$ cat config.mk
export PLATFORM = sky130hd
export DESIGN_NAME = gumnut_fetch_unit
export DESIGN_NICKNAME = d
export VERILOG_FILES = /design/src/rtl/gumnut_pkg.sv /design/src/rtl/gumnut_inst_decode.sv /design/src/rtl/gumnut_fetch_unit.sv
export SDC_FILE = /design/constraint.sdc
export NUM_CORES = 1
export LEC_CHECK = 0
export CAP_MARGIN = 20
export CORE_MARGIN = 2
export CORE_UTILIZATION = 44
export DETAILED_ROUTE_END_ITERATION = 12
export GPL_TIMING_DRIVEN = 0
export PLACE_DENSITY = 0.8
export SYNTH_ARGS = -nofsm -noshare
export SYNTH_HDL_FRONTEND = slang
export SYNTH_SLANG_ARGS = --single-unit
$ cat constraint.sdc
create_clock -name clk_i -period 1.65 [get_ports clk_i]
set_input_delay 0.33 -clock clk_i [delete_from_list [all_inputs] [get_ports clk_i]]
set_output_delay 0.33 -clock clk_i [all_outputs]
set_load 0.01 [all_outputs]
$ cat src/rtl/gumnut_pkg.sv
// Shared Gumnut encodings: opcode-class prefixes, function codes, decode bit
// indices, fetch FSM state codes and an IR field-slice helper for execute.
package gumnut_pkg;

    localparam logic [1:0] S_IDLE         = 2'd0;
    localparam logic [1:0] S_FETCH        = 2'd1;
    localparam logic [1:0] S_WAIT_CONSUME = 2'd2;

    localparam int DEC_W         = 7;
    localparam int DEC_ALU_IMMED = 0;
    localparam int DEC_MEM       = 1;
    localparam int DEC_SHIFT     = 2;
    localparam int DEC_ALU_REG   = 3;
    localparam int DEC_JUMP      = 4;
    localparam int DEC_BRANCH    = 5;
    localparam int DEC_MISC      = 6;

    // Class prefixes, matched MSB-first against ir[17:...]
    localparam logic       PFX_ALU_IMMED = 1'b0;
    localparam logic [1:0] PFX_MEM       = 2'b10;
    localparam logic [2:0] PFX_SHIFT     = 3'b110;
    localparam logic [3:0] PFX_ALU_REG   = 4'b1110;
    localparam logic [4:0] PFX_JUMP      = 5'b11110;
    localparam logic [5:0] PFX_BRANCH    = 6'b111110;
    localparam logic [6:0] PFX_MISC      = 7'b1111110;

    localparam logic [2:0] ALU_ADD  = 3'b000;
    localparam logic [2:0] ALU_ADDC = 3'b001;
    localparam logic [2:0] ALU_SUB  = 3'b010;
    localparam logic [2:0] ALU_SUBC = 3'b011;
    localparam logic [2:0] ALU_AND  = 3'b100;
    localparam logic [2:0] ALU_OR   = 3'b101;
    localparam logic [2:0] ALU_XOR  = 3'b110;
    localparam logic [2:0] ALU_MASK = 3'b111;

    localparam logic [1:0] SHIFT_SHL = 2'b00;
    localparam logic [1:0] SHIFT_SHR = 2'b01;
    localparam logic [1:0] SHIFT_ROL = 2'b10;
    localparam logic [1:0] SHIFT_ROR = 2'b11;

    localparam logic [1:0] MEM_LDM = 2'b00;
    localparam logic [1:0] MEM_STM = 2'b01;
    localparam logic [1:0] MEM_INP = 2'b10;
    localparam logic [1:0] MEM_OUT = 2'b11;

    localparam logic [1:0] BR_BZ  = 2'b00;
    localparam logic [1:0] BR_BNZ = 2'b01;
    localparam logic [1:0] BR_BC  = 2'b10;
    localparam logic [1:0] BR_BNC = 2'b11;

    localparam logic JMP_JMP = 1'b0;
    localparam logic JMP_JSB = 1'b1;

    localparam logic [2:0] MISC_RET  = 3'b000;
    localparam logic [2:0] MISC_RETI = 3'b001;
    localparam logic [2:0] MISC_ENAI = 3'b010;
    localparam logic [2:0] MISC_DISI = 3'b011;
    localparam logic [2:0] MISC_WAIT = 3'b100;
    localparam logic [2:0] MISC_STBY = 3'b101;

    typedef struct packed {
        logic [2:0]  rd;
        logic [2:0]  rs;
        logic [2:0]  rs2;
        logic [2:0]  count;
        logic [7:0]  immed;
        logic [7:0]  disp;
        logic [11:0] addr;
    } ir_fields_t;

    // Raw slices; which ones are meaningful depends on the decoded class.
    function automatic ir_fields_t ir_fields(input logic [17:0] ir);
        ir_fields_t f;
        f.rd    = ir[13:11];
        f.rs    = ir[10:8];
        f.rs2   = ir[7:5];
        f.count = ir[7:5];
        f.immed = ir[7:0];
        f.disp  = ir[7:0];
        f.addr  = ir[11:0];
        return f;
    endfunction

endpackage

$ cat src/rtl/gumnut_inst_decode.sv
// Combinational IR -> one-hot instruction class; all-ones prefix (illegal)
// and an empty IR both decode to zero. Field slices come from ir_fields().
module gumnut_inst_decode
    import gumnut_pkg::*;
(
    input  logic [17:0]      ir_i,
    input  logic             ir_valid_i,
    output logic [DEC_W-1:0] dec_o
);

    always_comb begin
        dec_o = '0;
        if (ir_valid_i) begin
            if (ir_i[17] == PFX_ALU_IMMED)        dec_o[DEC_ALU_IMMED] = 1'b1;
            else if (ir_i[17:16] == PFX_MEM)      dec_o[DEC_MEM]       = 1'b1;
            else if (ir_i[17:15] == PFX_SHIFT)    dec_o[DEC_SHIFT]     = 1'b1;
            else if (ir_i[17:14] == PFX_ALU_REG)  dec_o[DEC_ALU_REG]   = 1'b1;
            else if (ir_i[17:13] == PFX_JUMP)     dec_o[DEC_JUMP]      = 1'b1;
            else if (ir_i[17:12] == PFX_BRANCH)   dec_o[DEC_BRANCH]    = 1'b1;
            else if (ir_i[17:11] == PFX_MISC)     dec_o[DEC_MISC]      = 1'b1;
        end
    end

endmodule

$ cat src/rtl/gumnut_fetch_unit.sv
// Gumnut fetch stage: PC, instruction bus master, IR plus optional one-entry
// prefetch buffer, valid/ready handoff to execute and redirect handling.
module gumnut_fetch_unit
    import gumnut_pkg::*;
#(
    parameter logic [11:0] RESET_PC = 12'h000,
    parameter bit          PREFETCH = 1'b1
) (
    input  logic        clk_i,
    input  logic        rst_i,
    output logic        inst_cyc_o,
    output logic        inst_stb_o,
    input  logic        inst_ack_i,
    output logic [11:0] inst_adr_o,
    input  logic [17:0] inst_dat_i,
    output logic        ir_valid_o,
    input  logic        ir_ready_i,
    output logic [17:0] ir_o,
    output logic [11:0] pc_o,
    output logic [11:0] pc_next_o,
    output logic [6:0]  dec_o,
    input  logic        redirect_i,
    input  logic [11:0] redirect_adr_i
);

    logic [1:0]  state_q, state_d;
    logic [11:0] pc_q, pc_d;
    logic [17:0] ir_q, ir_d;
    logic [11:0] ir_pc_q, ir_pc_d;
    logic        ir_valid_q, ir_valid_d;
    logic [17:0] buf_q, buf_d;
    logic [11:0] buf_pc_q, buf_pc_d;
    logic        buf_valid_q, buf_valid_d;

    logic consume;
    logic ir_slot_free;

    assign consume      = ir_valid_q & ir_ready_i;
    assign ir_slot_free = ~ir_valid_q | ir_ready_i;

    always_comb begin
        state_d     = state_q;
        pc_d        = pc_q;
        ir_d        = ir_q;
        ir_pc_d     = ir_pc_q;
        ir_valid_d  = ir_valid_q;
        buf_d       = buf_q;
        buf_pc_d    = buf_pc_q;
        buf_valid_d = buf_valid_q;

        if (redirect_i) begin
            // IDLE doubles as the one-cycle bus abort before refetching
            pc_d        = redirect_adr_i;
            ir_valid_d  = 1'b0;
            buf_valid_d = 1'b0;
            state_d     = S_IDLE;
        end else begin
            case (state_q)
                S_IDLE: state_d = S_FETCH;

                S_FETCH: begin
                    if (consume) ir_valid_d = 1'b0;
                    if (inst_ack_i) begin
                        pc_d = pc_q + 12'd1;
                        if (ir_slot_free) begin
                            ir_d       = inst_dat_i;
                            ir_pc_d    = pc_q;
                            ir_valid_d = 1'b1;
                            if (!PREFETCH) state_d = S_WAIT_CONSUME;
                        end else begin
                            buf_d       = inst_dat_i;
                            buf_pc_d    = pc_q;
                            buf_valid_d = 1'b1;
                            state_d     = S_WAIT_CONSUME;
                        end
                    end
                end

                S_WAIT_CONSUME: begin
                    if (consume) begin
                        if (buf_valid_q) begin
                            ir_d        = buf_q;
                            ir_pc_d     = buf_pc_q;
                            buf_valid_d = 1'b0;
                        end else begin
                            ir_valid_d = 1'b0;
                        end
                        state_d = S_FETCH;
                    end
                end

                default: state_d = S_IDLE;
            endcase
        end
    end

    always_ff @(posedge clk_i or negedge rst_i) begin
        if (!rst_i) begin
            state_q     <= S_IDLE;
            pc_q        <= RESET_PC;
            ir_q        <= '0;
            ir_pc_q     <= RESET_PC;
            ir_valid_q  <= 1'b0;
            buf_q       <= '0;
            buf_pc_q    <= '0;
            buf_valid_q <= 1'b0;
        end else begin
            state_q     <= state_d;
            pc_q        <= pc_d;
            ir_q        <= ir_d;
            ir_pc_q     <= ir_pc_d;
            ir_valid_q  <= ir_valid_d;
            buf_q       <= buf_d;
            buf_pc_q    <= buf_pc_d;
            buf_valid_q <= buf_valid_d;
        end
    end

    assign inst_cyc_o = (state_q == S_FETCH);
    assign inst_stb_o = (state_q == S_FETCH);
    assign inst_adr_o = pc_q;
    assign ir_valid_o = ir_valid_q;
    assign ir_o       = ir_q;
    assign pc_o       = ir_pc_q;
    assign pc_next_o  = ir_pc_q + 12'd1;

    gumnut_inst_decode u_decode (
        .ir_i       (ir_q),
        .ir_valid_i (ir_valid_q),
        .dec_o      (dec_o)
    );

endmodule

==> run_results.csv <==
group,metric,value,unit
status,status,"finished with violations",
status,violations,"negative setup slack",
cts,cts_tree,"built",
grt,grt_max_degree,60,
setup_path,r2r_cells,6,
layout,drive_gt1_share,48.3,%
layout,nets,504,
synth,synth_fp_nets,338,
power,combPwrFrac,35.4,%
setup_path,critPathLaunch,"state_q[0]",
floorplanning,fp.dieW,97.1,µm
placement,globalplace.congestion,0.789,
drt,route.detailed.drc,0,
grt,grt_pass1_vias,3065,
floorplanning,start_util,46.0,%
sta,final-hold-violation-count,0,
grt,antenna_found_initial,0,
layout,insertedDiodeCount,0,
layout,areaGrowthSynthToFinish,56.3,%
drt,drt_iter0_markers,150,
power,pwr-share-clk,21.6,%
sta,setup_viol,68,
synth,synth.distinct_cells,37,
setup_path,worstSetupEndpoint,"pc_o[5]",
setup_path,endpoint_kind,"flip-flop",
setup_path,r2r_slack,-0.30,ns
setup_path,r2r-end,"pc_o[5]",
drt,routed-via-count,3101,
sta,finClkSkew,0.00506,ns
setup_path,required,1.89,ns
floorplanning,dieArea,9430,µm²
cts,clock_tree.root_cell,"clkbuf_8",
placement,placed_cells_incl_taps,503,
sta,max_freq,0.514,GHz
synth,synthXorXnorAreaFrac,4.82,%
setup_path,critical_path_class,"reg2reg",
synth,yosysTopAreaCell,"dfrtp_1",
synth,synthCells,301,
placement,dpl_worst_slack,-0.630,ns
run,maxCapViolations,0,
cts,clk_path_buf_depth,2,
cts,clkTransAtPathRegs,0.08,ns
synth,synthTopCellsByArea,"dfrtp_1 (50%), mux2_4 (11%), mux2_1 (8.9%)",
synth,avgSynthCellArea,12.7,µm²
grt,grtUsageTotal,21.8,%
power,p_int,4050,µW
synth,netlist.area_leader.share,49.9,%
floorplanning,fp-row-count,33,
sta,worst_slew_pin_slew,0.519,ns
synth,synth-seq-cells,76,
cts,htreeDepth,3,
synth,synth_simple_gate_area_share,9.12,%
power,power.density,982,nW/µm²
cts,clk_latency,0.35,ns
layout,utilization,71.8,%
drt,wl_per_cell,19.6,µm
grt,grt_overflow,0,
power,leakagePower,0.00292,µW
sta,drv_slew,0,
setup_path,arrival,2.19,ns
worst_hold_path,hold_path.class,"in2async",
cts,numCtsBuffers,9,
drt,viasPerCell,5.37,
cts,clock-sinks,76,
synth,ys_seq_area_share,49.9,%
synth,yosysWarnings,0,
layout,finalNonFillerCells,577,
drt,routed_wl,11300,µm
synth,synth_mux_area_share,29.2,%
power,switching_share,30.9,%
synth,synth_compound_area_share,3.44,%
synth,syn-cell-area,3810,µm²
floorplanning,die_y,97.1,µm
power,seqPwrFrac,43.0,%
grt,grt_first_pass_wirelength,16500,µm
setup_path,rr_startpoint,"state_q[0]",
sta,relSlewSlack,65.4,%
sta,grt_setup_unrepaired,"yes",
drt,first_pass_iters,4,
sta,fin_crit_sh,118,%
placement,place.port_buffers,96,
power,p_sw,1810,µW
power,vdd_drop_max,0.000444,V
setup_path,cp-start-kind,"flip-flop",
placement,dp_hpwl,6370,µm
sta,fin_ws,-0.297,ns
floorplanning,io_pins,99,
synth,synthAdderAreaFrac,0.656,%
floorplanning,coreArea,8300,µm²
synth,synth_top_family_by_area,"multiplexers",
drt,ant_nets,0,
sta,finalCriticalPeriod,1.95,ns
setup_path,critPathMaxFanout,6,
-- layout make-up --
class	count	area, µm²
Fill cell	534	2340
Sequential cell	76	1920
Buffer	15	145
Tap cell	105	131
Multi-Input combinational cell	204	2110
Clock inverter	2	10.0
Inverter	4	15.0
Clock buffer	14	153
Timing Repair Buffer	157	1480
-- cell usage after synthesis --
library cell	n
clkbuf_1	8
ha_1	2
buf_6	3
nor2b_1	5
and4_1	1
mux2_4	28
and3_1	3
a21o_1	1
a31oi_1	2
nor2_1	7
a21oi_1	1
inv_1	4
buf_4	1
o21ai_0	7
mux2_2	29
buf_2	3
or3_1	1
nand4_1	6
a221o_1	1
buf_1	2
xor2_1	8
a211oi_1	2
xnor2_1	13
dfrtp_1	76
nor4_1	4
nand2_1	28
nand4b_1	2
nor3_1	2
a22oi_1	1
o21ai_1	6
or2_0	1
a221oi_1	1
nor3b_1	1
mux2_1	30
and3b_1	2
nand3_1	6
mux2i_1	3
-- through the flow --
stage	instance area (µm²)	hold slack, ns	power [µW]	TNS [ns]
after floorplan	3840	0.0344	3290	-2.64
after global placement	4940	0.467	4190	-207.16
after detailed placement	4960	0.223	4260	-30.68
after CTS	5650	0.393	5680	-10.03
after global routing	5960	0.430	6110	-13.61
final	5960	0.384	5850	-11.46
-- worst min-delay path by stage --
stage                            from     endpoint  slack [ns]
after global placement    buf_pc_q[4]  buf_pc_q[4]        0.47
after CTS                       rst_i      ir_o[4]        0.39
final                           rst_i      ir_o[4]        0.38
after floorplan                 rst_i  buf_pc_q[0]        0.03
after global routing            rst_i      ir_o[4]        0.43
after detailed placement        rst_i      ir_o[4]        0.22
-- placed cells by master (no fill, tap or decap), types with 4 or more instances in the layout --
cell and count:
xnor2_1 12, nor2_1 4, buf_6 21, nand4_1 6
buf_4 38, nand2_1 25, xor2_1 7, dlygate4sd2_1 20
clkbuf_8 11, mux2_2 29, mux2_1 10, buf_2 17
dfrtp_2 16, o21ai_1 8, dlymetal6s2s_1 7, mux2_4 48
nor4_4 4, inv_1 4, clkbuf_2 7, clkdlybuf4s50_1 47
nor2b_4 4, o21ai_0 5, clkbuf_1 7, dfrtp_1 60
-- registers in the layout (all words and copies together) (netlist names) --
signal	cells
buf_q	18
ir_o	18
buf_pc_q	12
inst_adr_o	12
pc_o	12
state_q	2
buf_valid_q	1
ir_valid_o	1
-- power groups by stage --
stage	clock, µW	combinational (µW)	sequential [µW]
3_3_place_gp	0	1630	2560
2_1_floorplan	0	702	2590
3_5_place_dp	0	1670	2590
5_1_grt	1350	2200	2560
4_1_cts	1240	1940	2500
6_report	1260	2070	2520
-- kinds of logic after synthesis --
kind of cell,Yosys count
fa+ha+maj,2
mux,90
flops,76
buf+inv,21
simple gates,69
xor+xnor,21
compound gates,22
-- metal layers --
metal | GRT usage [%] | up-vias | part of all wire [%]
li1 | - | 1399 | -
met1 | 28.9 | 1575 | 43
met2 | 36.8 | 102 | 52
met3 | 3.60 | 25 | 3.6
met4 | 6.28 | 0 | 2.0
met5 | 0 | - | 0
-- timing repair --
item / in CTS / in global routing
hold buffers: 1 / 0
buffers inserted: 42 / 12
pin swaps: 8 / 16
gates cloned: 3 / 3
resized for setup: 165 / 58
setup endpoints to repair: 111 / 93
endpoints found under the hold margin: 17 / 0
-- critical path, cell delays in order (launching register included) --
cell,delay [ns]
dfrtp_2,0.42
nor2b_4,0.18
buf_6,0.14
nand2_4,0.05
a221o_4,0.53
clkbuf_16,0.20
mux2_4,0.30
Power figures use the tool's default switching activity.
